$ cat src/rtl/bus_uart_tx.sv
// bus_uart_tx: captures 64-bit sample words on the rising edge of the set1
// strobe and transmits each word as eight UART 8N1 frames, byte 0 first.
// A one-deep holding register absorbs a word that arrives mid-message; a
// further word is dropped and flagged with a one-cycle overrun pulse.
module bus_uart_tx #(
  parameter int CLKS_PER_BIT = 434
) (
  input  logic        fastclk,
  input  logic        reset,
  input  logic        set1,
  input  logic [63:0] bus_in,
  output logic        tx,
  output logic        busy,
  output logic        overrun
);

  localparam int BW = (CLKS_PER_BIT > 2) ? $clog2(CLKS_PER_BIT) : 1;
  localparam logic [BW-1:0] BAUD_LAST = BW'(CLKS_PER_BIT - 1);

  localparam logic [1:0] IDLE  = 2'd0;
  localparam logic [1:0] START = 2'd1;
  localparam logic [1:0] DATA  = 2'd2;
  localparam logic [1:0] STOP  = 2'd3;

  logic [1:0]    state;
  logic [BW-1:0] baud;
  logic [2:0]    bit_idx;
  logic [2:0]    byte_idx;
  logic          set1_q;
  logic          hold_valid;
  logic [63:0]   shift_reg;
  logic [63:0]   hold_reg;

  logic          capture;
  logic          baud_last;
  logic          msg_done;
  logic          load_new;
  logic          hold_to_shift;
  logic          take_hold;
  logic          drop_word;
  logic [2:0]    next_bit;

  // A message completes on the last cycle of the eighth stop bit; a capture
  // on that same edge is treated as if the transmitter were already free.
  assign capture       = set1 & ~set1_q;
  assign baud_last     = (baud == BAUD_LAST);
  assign msg_done      = (state == STOP) & baud_last & (byte_idx == 3'd7);
  assign load_new      = capture & ((state == IDLE) | (msg_done & ~hold_valid));
  assign hold_to_shift = msg_done & hold_valid;
  assign take_hold     = capture & (state != IDLE) &
                         ((~msg_done & ~hold_valid) | (msg_done & hold_valid));
  assign drop_word     = capture & (state != IDLE) & ~msg_done & hold_valid;
  assign next_bit      = bit_idx + 3'd1;

  // Word storage: no reset needed, validity is tracked by the control path.
  always_ff @(posedge fastclk) begin
    if (load_new) begin
      shift_reg <= bus_in;
    end else if (hold_to_shift) begin
      shift_reg <= hold_reg;
    end
    if (take_hold) begin
      hold_reg <= bus_in;
    end
  end

  // Strobe edge detect, holding-register bookkeeping and the serialiser FSM.
  always_ff @(posedge fastclk) begin
    if (!reset) begin
      state      <= IDLE;
      tx         <= 1'b1;
      busy       <= 1'b0;
      overrun    <= 1'b0;
      hold_valid <= 1'b0;
      set1_q     <= 1'b1;
      baud       <= '0;
      bit_idx    <= '0;
      byte_idx   <= '0;
    end else begin
      set1_q  <= set1;
      overrun <= drop_word;

      if (hold_to_shift) begin
        hold_valid <= capture;
      end else if (take_hold) begin
        hold_valid <= 1'b1;
      end

      case (state)
        IDLE: begin
          if (capture) begin
            state    <= START;
            tx       <= 1'b0;
            busy     <= 1'b1;
            baud     <= '0;
            bit_idx  <= '0;
            byte_idx <= '0;
          end
        end
        START: begin
          if (baud_last) begin
            baud    <= '0;
            state   <= DATA;
            bit_idx <= '0;
            tx      <= shift_reg[{byte_idx, 3'd0}];
          end else begin
            baud <= baud + 1'b1;
          end
        end
        DATA: begin
          if (baud_last) begin
            baud <= '0;
            if (bit_idx == 3'd7) begin
              state <= STOP;
              tx    <= 1'b1;
            end else begin
              bit_idx <= next_bit;
              tx      <= shift_reg[{byte_idx, next_bit}];
            end
          end else begin
            baud <= baud + 1'b1;
          end
        end
        default: begin
          if (baud_last) begin
            baud <= '0;
            if (byte_idx != 3'd7) begin
              byte_idx <= byte_idx + 3'd1;
              state    <= START;
              tx       <= 1'b0;
            end else if (hold_valid || capture) begin
              byte_idx <= '0;
              state    <= START;
              tx       <= 1'b0;
            end else begin
              byte_idx <= '0;
              state    <= IDLE;
              busy     <= 1'b0;
            end
          end else begin
            baud <= baud + 1'b1;
          end
        end
      endcase
    end
  end

endmodule
$ cat config.mk
export PLATFORM = sky130hd
export DESIGN_NAME = bus_uart_tx
export DESIGN_NICKNAME = d
export VERILOG_FILES = /design/src/rtl/bus_uart_tx.sv
export SDC_FILE = /design/constraint.sdc
export NUM_CORES = 1
export LEC_CHECK = 0
export CORE_MARGIN = 3
export CORE_UTILIZATION = 60
export CTS_BUF_LIST = sky130_fd_sc_hd__clkbuf_8
export CTS_CLUSTER_DIAMETER = 50
export CTS_CLUSTER_SIZE = 20
export DETAILED_ROUTE_END_ITERATION = 8
export PLACE_DENSITY = 0.81
export SKIP_CTS_REPAIR_TIMING = 1
export SLEW_MARGIN = 15
export SYNTH_ARGS = -nofsm -noshare
export SYNTH_HDL_FRONTEND = slang
export SYNTH_SLANG_ARGS = --single-unit
export TNS_END_PERCENT = 5
$ cat constraint.sdc
create_clock -name fastclk -period 16.7 [get_ports fastclk]
set_input_delay 4.175 -clock fastclk [delete_from_list [all_inputs] [get_ports fastclk]]
set_output_delay 4.175 -clock fastclk [all_outputs]
set_load 0.05 [all_outputs]
# Word-level counts from Yosys, hierarchy flattened

Cells that the tools add are included.

Order comparisons: 2
Reductions and logical operators: 14
Add/subtract/negate cells: 3
Equal/unequal tests: 14
Bitwise logic cells: 17
Mux-type cells: 40

Operators with widths:

| operator            | number |
|---|---|
| $mux 64             | 2 |
| $mux 9              | 3 |
| $reduce_and 5->1    | 4 |
| $mux 3              | 6 |
| $mux 1              | 17 |
| $lt 6x7->1 const B  | 2 |
| $ne 2x2->1 const B  | 7 |
| $and 1x1->1         | 11 |
| $mux 2              | 5 |
| $add 9x1->9 const B | 1 |
| $eq 9x9->1 const B  | 1 |
| $pmux 3 s3          | 1 |
| $reduce_bool 2->1   | 4 |
| $add 3x1->3 const B | 2 |
| $bmux 1 s6          | 1 |
| $eq 3x3->1 const B  | 2 |
| $pmux 2 s3          | 1 |
| $pmux 3 s2          | 1 |
| $reduce_bool 5->1   | 1 |
| $eq 2x2->1 const B  | 2 |
| $not 1->1           | 4 |
| $bmux 1 s3          | 1 |
| $ne 3x3->1 const B  | 1 |
| $pmux 1 s3          | 1 |
| 8 further kinds     | 9 |

Register bits: 150
Input port bits: 67
Word-level logic and storage cells: 101

# Longest topological paths before layout

Gate-level depths: netlist (run 1).

Depth in word-level cells: 9
Depth in mapped cells: 11

# Worst setup path before layout (run 1)

No wires, ideal clock.

Kind: input -> register
Start point: in set1
End point: reg hold_reg[0] (enable)
Stages: 2
Buffers on the path: 0
Slack: 7.024 ns
Arrival time: 9.095 ns
Cells stage by stage: nand2b_1 -> nor3b_1

Word-level cells in the longest chain between the ends: 3

Ends and longest elaborated chain:

| what                      | line | RTL |
|---|---|---|
| from (decl)               | 10   | `input logic set1,` |
| $and 1x1->1               | 45   | `assign capture = set1 & ~set1_q;` |
| $and 1x1->1 (2 in series) | 50   | `assign take_hold = capture & (state != IDLE) &` |
| named net take_hold       | 39   | `logic take_hold;` |
| to (signal assigned)      | 63   | `hold_reg <= bus_in;` |
| to (decl)                 | 32   | `logic [63:0] hold_reg;` |

The timed path passes the listed nets, and every way through them passes these cells.
A chain may end at the register's enable or synchronous reset.

# Worst setup path after layout (run 1)

Start point: in set1
End point: reg shift_reg[13] (enable)

Word-level cells in the longest chain between the ends: 3

Ends and longest elaborated chain:

| what                        | line | RTL |
|---|---|---|
| $and 1x1->1                 | 45   |  |
| $and 1x1->1                 | 48   | `assign load_new = capture & ((state == IDLE) \| (msg_done & ~hold_valid));` |
| $reduce_bool 2->1 (no line) | --   |  |
| to (signal assigned)        | 58   | `shift_reg <= bus_in;` |
| to (signal assigned)        | 60   | `shift_reg <= hold_reg;` |
| to (decl)                   | 31   | `logic [63:0] shift_reg;` |

Every way passes these cells.

==> metrics.cfg, run 1 <==
[clock_tree]
cts_buffers = 17
cts_tree = built
cts_buffer_depth = 2
clk_pin_slew_ps = 80
root_buffer = clkbuf_8
htree_levels = 4
clkLatencyLatePin_ps = 440
cts_sinks = 150

[drt]
drc = 0
viasPerCell = 5.84
drt-pass1-iter-count = 4
detail-route-antenna-nets = 0
drtIter0Drc = 258
vias = 3744
wl_per_cell_um = 18.2
finalWirelength_um = 11600

[place]
gp_congestion = 0.829
place_area_um2 = 7360
place.port_buffers = 69
hpwl_um = 7580

[power_and_ir_drop]
irDropWorstVdd_uv = 74.4
p_per_area_nw_per_um2 = 109
power.total_uw = 846
leakagePower_uw = 0.00251

[sta]
grt_setup_unrepaired = false
worst_slew_pin_slew_ps = 876
slew_headroom_pct = 41.6
fmax_mhz = 155
slew_violations = 0
fin_setup_tns_ps = 0
min_period_ps = 6470
fin_crit_sh_pct = 38.7
setup_viol = 0
hold_viol = 0
fin_skew_ps = 8.65

[logic_synthesis]
synth_top_family_by_area = multiplexers
syn_avg_cell_area_um2 = 15.6
synthDistinctLibCells = 46
ys_ff_latch = 150
synth_compound_area_share_pct = 5.69
synth_adder_area_share_pct = 2.47
synth_xor_area_share_pct = 0
synthCells = 423
muxShareOfSynthArea_pct = 17.4
syn_nets = 503
yosysWarnings = 0
synthSimpleGateAreaFrac_pct = 6.89
netlist_area_um2 = 6590
ys_seq_area_share_pct = 65.0

[setup_path]
r2r_start = baud[0]
cp_data_arrival_time_ps = 6540
start_kind = primary input
crit_required_ps = 16770
r2r_end = shift_reg[13]
rr_worst_depth = 10
path_class = primary input to flip-flop
critPathLaunch = set1
end_kind = flip-flop
rrSetupSlack_ps = 13060
crit_end = shift_reg[13]
path_max_fanout = 65

[grt]
grt_pass1_vias = 4002
antenna_found_initial = 0
grt_max_degree = 66
grt_pass1_wl_um = 19700
grt_util_all_layers_pct = 20.4
overflow = 0

[cells_and_area]
final_common_cell = edfxtp_1
layout-drive-gt1-share_pct = 22.6
layout_common_cells = edfxtp_1 (128), clkdlybuf4s50_1 (69), mux2_2 (65), mux2i_1 (32), dfxtp_1 (22)
fin_area_um2 = 7760
antenna_cells = 0
nets = 572
fin_util_pct = 73.8
multi_input_area_um2 = 2150
area_growth_syn_to_layout_pct = 17.7
n_fill_cell = 686
seq_area_um2 = 4280

[floorplanning]
start_util_pct = 62.7
fp.dieW_um = 111
top_level_ports = 70
fp.dieArea_um2 = 12300
num_rows = 37
dieHeight_um = 111
core_um2 = 10500

[min_path]
hp-class = flip-flop to flip-flop

[flow_run]
maxCapViolations = 0

[outcome]
status = finished clean

==> cell type report <==
type | instances | area share (%)
multi-input combinational | 243 | 27.8
clock inverter | 15 | 2.18
timing repair buffer | 73 | 9.29
sequential | 150 | 55.2
inverter | 7 | 0.339
tap | 136 | 2.19
clock buffer | 17 | 3.02
==> Yosys cell counts (all sizes together) <==
cell	n	area share, %
nand2b	4	0.38
nand2	11	0.63
mux2	65	11
buf	16	1.7
nand4	5	0.47
o41ai	1	0.42
nand3b	2	0.28
a31oi	2	0.19
o21ai	10	0.76
nor2b	13	1.2
nor2	7	0.40
a21oi	18	1.4
clkbuf	7	0.40
and2	5	0.51
inv	7	0.40
o221a	2	0.34
a221oi	1	0.23
dfxtp	22	6.7
edfxtp	128	58
o311ai	1	0.13
mux2i	32	4.9
mux4	4	1.5
a21boi	3	0.34
a22o	4	0.53
ha	13	2.5
o311a	1	0.15
or4	2	0.23
or2	1	0.095
nor3b	8	0.91
nor3	3	0.23
nor4	4	0.47
nand3	4	0.30
a22oi	8	0.99
a311o	1	0.15
nand4b	2	0.27
o22ai	1	0.095
and3	5	0.47
==> routing by layer <==
metal	global-route usage, %	wire, µm	vias to the layer above
met4	5.99	182	0
met5	0	0	-
met1	25.7	5010	1856
met3	5.57	538	15
met2	34.6	5900	90
li1	-	-	1783
==> worst max-delay path, cell delays in order <==
cell and delay [ps]:
clkdlybuf4s50_1 480, nand2b_1 190, nor2_4 150, buf_4 650, or2_2 230, buf_4 610
==> how the worst min path moves through the flow <==
stage	startpoint	to	slack (ps)	depth (start not counted)
floorplan	bit_idx[1]	bit_idx[1]	430	2
global placement	bit_idx[1]	bit_idx[1]	440	2
detailed placement	hold_valid	overrun	470	2
CTS	bit_idx[1]	bit_idx[1]	490	2
global route	bit_idx[1]	bit_idx[1]	520	2
finish	bit_idx[1]	bit_idx[1]	480	2
==> kinds of logic (layout without fill, tap and decap cells) <==
kind of cell	after synthesis	in the layout
AOI/OAI and AO/OA	53	53
muxes	101	101
adders and majority gates	13	13
buffers and inverters	30	112
DFF	150	150
and+or+nand+nor	76	76
==> per-stage QoR <==
stage	cells	setup slack (ps)	hold WS, ps
3_3_place_gp	609	9830	443
2_1_floorplan	423	7020	434
4_1_cts	641	10210	487
5_1_grt	641	10040	520
3_5_place_dp	609	9740	475
6_report	641	10230	481
==> where the power goes <==
group          internal (µW)  switching (µW)  total (µW)
registers                435            10.7         445
logic                   54.3            65.6         120
clock network            137             144         281
Power figures use the tool's default switching activity.
==> inputs of run 2 (changes only) <==
Settings changed: CORE_UTILIZATION 60 to 53, PLACE_DENSITY 0.81 to 0.75.
Clock period 16.7 ns to 5.52 ns, I/O delays scaled along.
==> run 2 against run 1 <==
First-iteration DRC count down 4.7%. Worst hold slack worse by 11 ps. Clock skew about the same. Power rose to 3.1 times the previous value. Global-route usage down 2.4 points. Via count down 1.0%. Cell count up 5.0%. Routed wire length about the same. Count of clock-buffer cells in the layout unchanged. Clock power rose to 3.2 times the previous value. Largest cell class unchanged. Highest routed layer unchanged.
==> metrics.cfg, run 2 (synthesis gave the netlist of run 1 again) <==
[setup_path]
path_buf_inv = 2  ; -1
end_kind = flip-flop
path_max_fanout = 44  ; -32%
crit_required_ps = 5600  ; -11170 ps
crit_family = buffers and inverters
critPathLaunch = set1
rrSetupSlack_ps = 2360  ; -10700 ps
r2r_start = baud[0]
crit_path_max_incr_delay_ps = 560  ; -90 ps
start_kind = primary input
path_class = primary input to flip-flop
crit_path_cell_trace = clkdlybuf4s50_1 -> nand2b_1 -> nor2_4 -> or2_2 -> buf_4
cp_data_arrival_time_ps = 3310  ; -3230 ps
slowest_stage = buf_4

[floorplanning]
num_rows = 40  ; +8.1%
start_util_pct = 54.4  ; -8.3 points
fp.dieW_um = 118  ; +6.1%
core_um2 = 12100  ; +15%
fp.dieArea_um2 = 13800  ; +12%
dieHeight_um = 118  ; +6.1%
top_level_ports = 70  ; unchanged

[power_and_ir_drop]
power.internal_uw = 2010  ; +220%
pwr-share-comb_pct = 13.9  ; -0.3 points
p_seq_share_pct = 51.5  ; -1.2 points
irDropWorstVdd_uv = 173  ; +130%
switching_share_pct = 23.4  ; -2.7 points
power_switching_uw = 612  ; +180%
p_per_area_nw_per_um2 = 334  ; +210%
clkPwrFrac_pct = 34.6  ; +1.4 points
leakagePower_uw = 0.00254  ; +0.89%

[grt]
grt_pass1_vias = 3909  ; -2.3%
grt_pass1_wl_um = 19500  ; -0.98%
grt_util_all_layers_pct = 18.0  ; -2.4 points
grt_max_degree = 66  ; unchanged
overflow = 0  ; unchanged
antenna_found_initial = 0  ; unchanged

[cells_and_area]
nets = 572  ; unchanged
antenna_cells = 0  ; unchanged
final_common_cell = edfxtp_1
layout-drive-gt1-share_pct = 21.2  ; -1.4 points
area_growth_syn_to_layout_pct = 18.7
layout_common_cells = edfxtp_1 (128), clkdlybuf4s50_1 (69), mux2_2 (65), mux2i_1 (32), dfxtp_1 (22)

[drt]
drtIter0Drc = 246  ; -4.7%
wl_per_cell_um = 17.3  ; -4.8%
vias = 3705  ; -1.0%
met2_length_um = 5850  ; -0.93%
finalWirelength_um = 11600  ; about the same
drt-pass1-iter-count = 5  ; +1
routed.top_layer = met4
viasPerCell = 5.51  ; -5.7%
route.met3.wl_um = 617  ; +15%
drc = 0  ; unchanged
detail-route-antenna-nets = 0  ; unchanged
m1WireLength_um = 5040  ; +0.60%

[sta]
whs_ps = 470  ; -11.1 ps
fin_setup_tns_ps = 0  ; unchanged
slew_headroom_pct = 40.7  ; -0.86 points
fin_skew_ps = 9.03  ; +0.388 ps
fmax_mhz = 310
worst_slew_pin_slew_ps = 889  ; +12.9 ps
slew_violations = 0  ; unchanged
hold_viol = 0  ; unchanged
fin_crit_sh_pct = 58.5
setup_viol = 0  ; unchanged
grt_setup_unrepaired = false
min_period_ps = 3230

[place]
gp_congestion = 0.815  ; -1.7%
place.port_buffers = 69  ; unchanged
hpwl_um = 7690  ; +1.5%

[flow_run]
maxCapViolations = 0  ; unchanged

[clock_tree]
htree_levels = 4  ; unchanged
cts_buffer_depth = 2  ; unchanged
cts_buffers = 17  ; unchanged
cts_sinks = 150  ; unchanged
clkLatencyLatePin_ps = 440  ; about the same
cts_tree = built
clk_pin_slew_ps = 80  ; about the same
root_buffer = clkbuf_8

[min_path]
hp-class = flip-flop to flip-flop
min_from = bit_idx[1]

[outcome]
status = finished clean

[run 2: cell count changes in the layout (fill, tap and decap cells not counted), sizes merged]
| cell | before | now |
|---|---|---|
| bufinv | 2 | 5 |
| clkinv | 5 | 6 |
| clkinvlp | 2 | 1 |
| inv | 13 | 10 |
[run 2: layout make-up]
cell class	instances	area, µm²
clock inverter	15	194
clock buffer	17	234
inverter	7	26.3
multi-input combinational	243	2160
timing repair buffer	73	721
sequential	150	4280
tap	168	210
fill	911	4280
[run 2: stage by stage]
| stage | cell area [µm²] | cells | setup slack, ps | util [%] | total power [µW] |
|---|---|---|---|---|---|
| after floorplan | 6600 | 423 | 943 | - | 1610 |
| after global placement | 7400 | 641 | 1890 | 61.1 | 1720 |
| after detailed placement | 7400 | 641 | 1830 | 61.1 | 1740 |
| after CTS | 7830 | 673 | 2310 | 64.6 | 2640 |
| after global routing | 7830 | 673 | 2140 | 64.6 | 2730 |
| final | 7830 | 673 | 2290 | 64.6 | 2620 |
[run 2: path summary, 6_finish.rpt]
path | end | depth (start not counted)
worst min register to register | bit_idx[1] | 2
worst max register to register | shift_reg[50] | 9
worst min-delay path | bit_idx[1] | 2
worst max-delay path | shift_reg[50] | 5
[run 2: worst register-to-register path: stages (launching register included)]
cell and delay, ps:
dfxtp_1 410, ha_1 200, nand4_1 230, nor4_2 300
and3_1 270, ha_1 160, nor2_1 60, nor2_4 110
or2_2 470, buf_4 580
[run 2: power by group through the flow]
stage	Sequential [µW]	Clock [µW]	Combinational [µW]
2_1_floorplan	1390	0	221
3_3_place_gp	1370	0	353
3_5_place_dp	1370	0	364
4_1_cts	1350	923	366
5_1_grt	1360	978	400
6_report	1350	904	364
[run 2: layer usage]
metal / vias up / GRT usage, %
met3: 10 / 4.28
met2: 99 / 29.8
met5: - / 0
met4: 0 / 7.18
met1: 1818 / 23.0
li1: 1778 / -
==> inputs of run 3 (changes only) <==
Settings changed: CORE_UTILIZATION 53 to 59, PLACE_DENSITY 0.75 to 0.8.
Clock period 5.52 ns to 3.15 ns, I/O delays scaled along.
==> run 3 against run 2 <==
Power rose by 69%. First-iteration DRC count rose by 7.7%. Non-clock buffer count rose by 6. Count of clock-buffer cells in the layout did not move. Die area fell by 9.7%. Critical endpoint is now tx. Critical path depth rose by 4. Design area barely moved. Clock power rose by 54%. Sequential share of layout area barely moved. Worst hold slack got worse by 3.8 ps. Core utilization rose by 9.3 points. Routed wire length rose by 1.9%.
==> metrics.cfg, run 3 (synthesis gave the netlist of run 1 again) <==
[sta]
setup_ws_ps = 467  ; -1830 ps
grt_setup_unrepaired = false
worst_slew_pin_slew_ps = 744  ; -145 ps
fin_crit_sh_pct = 85.2
min_period_ps = 2680
fin_skew_ps = 8.93  ; -0.103 ps
slew_violations = 0  ; unchanged
fmax_mhz = 373
hold_viol = 0  ; unchanged
setup_viol = 0  ; unchanged
slew_headroom_pct = 50.2  ; +9.5 points

[clock_tree]
clkLatencyLatePin_ps = 440  ; about the same
clk_pin_slew_ps = 80  ; about the same
cts_sinks = 150  ; unchanged
cts_buffer_depth = 2  ; unchanged
cts_tree = built
htree_levels = 4  ; unchanged
cts_buffers = 17  ; unchanged
root_buffer = clkbuf_8

[setup_path]
crit_cells = 9  ; +4
cp_data_arrival_time_ps = 3060  ; -250 ps
path_buf_inv = 1  ; -1
crit_family = compound AO/OA/AOI/OAI gates
crit_path_cell_trace = ha_1 -> ha_1 -> buf_4 -> mux2i_1 -> a22o_1 -> a221oi_2 -> o311ai_1 -> or4_1 -> nand4_1
end_kind = flip-flop
crit_path_max_incr_delay_ps = 430  ; -130 ps
cpMostUsedCell = ha_1
path_class = flip-flop to flip-flop
slowest_stage = dfxtp_1
rr_worst_depth = 9  ; unchanged
path_max_fanout = 24  ; -45%
start_kind = flip-flop
crit_required_ps = 3530  ; -2070 ps

[power_and_ir_drop]
clkPwrFrac_pct = 31.5  ; -3.1 points
irDropWorstVdd_uv = 457  ; +160%
power.internal_uw = 3310  ; +65%
pwr-share-comb_pct = 14.9  ; +1.0 points
switching_share_pct = 25.2  ; +1.8 points
leakagePower_uw = 0.00254  ; +0.29%
power_switching_uw = 1110  ; +82%
p_seq_share_pct = 53.6  ; +2.1 points
p_per_area_nw_per_um2 = 564  ; +69%
power.total_uw = 4420  ; +69%

[floorplanning]
fp.dieW_um = 112  ; -5.0%
fp.dieArea_um2 = 12500  ; -9.7%
num_rows = 37  ; -7.5%
start_util_pct = 62.2  ; +7.8 points
core_um2 = 10600  ; -12%
top_level_ports = 70  ; unchanged
dieHeight_um = 112  ; -5.0%

[place]
dp_slack_ps = 401  ; -1430 ps
hpwl_um = 7840  ; +1.9%
place.port_buffers = 69  ; unchanged
gp_congestion = 0.852  ; +4.6%

[grt]
overflow = 0  ; unchanged
grt_pass1_wl_um = 20100  ; +3.0%
grt_util_all_layers_pct = 20.7  ; +2.7 points
grt_max_degree = 66  ; unchanged
antenna_found_initial = 0  ; unchanged
grt_pass1_vias = 3963  ; +1.4%

[drt]
finalWirelength_um = 11900  ; +1.9%
viasPerCell = 5.77  ; +4.7%
detail-route-antenna-nets = 0  ; unchanged
vias = 3731  ; +0.70%
drc = 0  ; unchanged
drtIter0Drc = 265  ; +7.7%
drt-pass1-iter-count = 4  ; -1
wl_per_cell_um = 18.3  ; +6.0%

[outcome]
status = finished clean

[cells_and_area]
layout_common_cells = edfxtp_1 (128), clkdlybuf4s50_1 (69), mux2_2 (65), mux2i_1 (32), dfxtp_1 (20)
nets = 578  ; +1.0%
final_common_cell = edfxtp_1
layout-drive-gt1-share_pct = 23.3  ; +2.1 points
antenna_cells = 0  ; unchanged
n_fill_cell = 654  ; -28%
area_growth_syn_to_layout_pct = 18.8  ; about the same

[min_path]
hold_depth = 2  ; unchanged
hp-class = flip-flop to flip-flop

[flow_run]
maxCapViolations = 0  ; unchanged

[run 3: changes by cell type in the layout (fill, tap and decap cells not counted), sizes merged]
cell      change
buf           +6
bufinv        -3
clkinvlp      +3
clkinv        -2
inv           +2
[run 3: power by group through the flow]
stage          clock network [µW]  logic, µW  registers (µW)
4_1_cts                      1420        663            2370
3_3_place_gp                    0        643            2410
6_report                     1390        659            2370
3_5_place_dp                    0        659            2410
5_1_grt                      1520        723            2380
2_1_floorplan                   0        394            2440
[run 3: final timing paths]
path | startpoint | endpoint | slack (ps)
worst max-delay path | bit_idx[0] | tx | 470
worst min-delay path | bit_idx[1] | bit_idx[1] | 470
worst max register to register | bit_idx[0] | tx | 470
worst min register to register | bit_idx[1] | bit_idx[1] | 470
[run 3: final cells by class]
cell class	instances	area [µm²]	share of cell area [%]
clock inverters	15	140	1.79
repair buffers	79	803	10.3
inverters	7	26.3	0.335
clock buffers	17	234	2.99
flip-flops and latches	150	4290	54.7
well taps	136	170	2.17
multi-input cells	243	2170	27.7
[run 3: stage by stage]
stage	utilization (%)	instance area, µm²	cells	setup TNS (ps)	hold slack [ps]
6_report	73.9	7840	647	0	467
5_1_grt	73.9	7840	647	0	494
4_1_cts	73.9	7840	647	0	465
3_5_place_dp	70.4	7460	615	0	454
3_3_place_gp	70.4	7460	615	0	444
2_1_floorplan	-	6620	423	-15150	434
[run 3: worst min-delay path, cell delays in order, from the launching register on]
cell and delay [ps]:
dfxtp_1 320, nand2_1 50, a21boi_1 50
[run 3: routing by layer]
metal / track usage [%] / wire length (µm) / vias up
met5: 0 / 0 / -
met4: 7.06 / 206 / 0
met3: 6.58 / 546 / 22
met2: 33.2 / 5860 / 91
met1: 27.0 / 5240 / 1823
li1: - / - / 1795
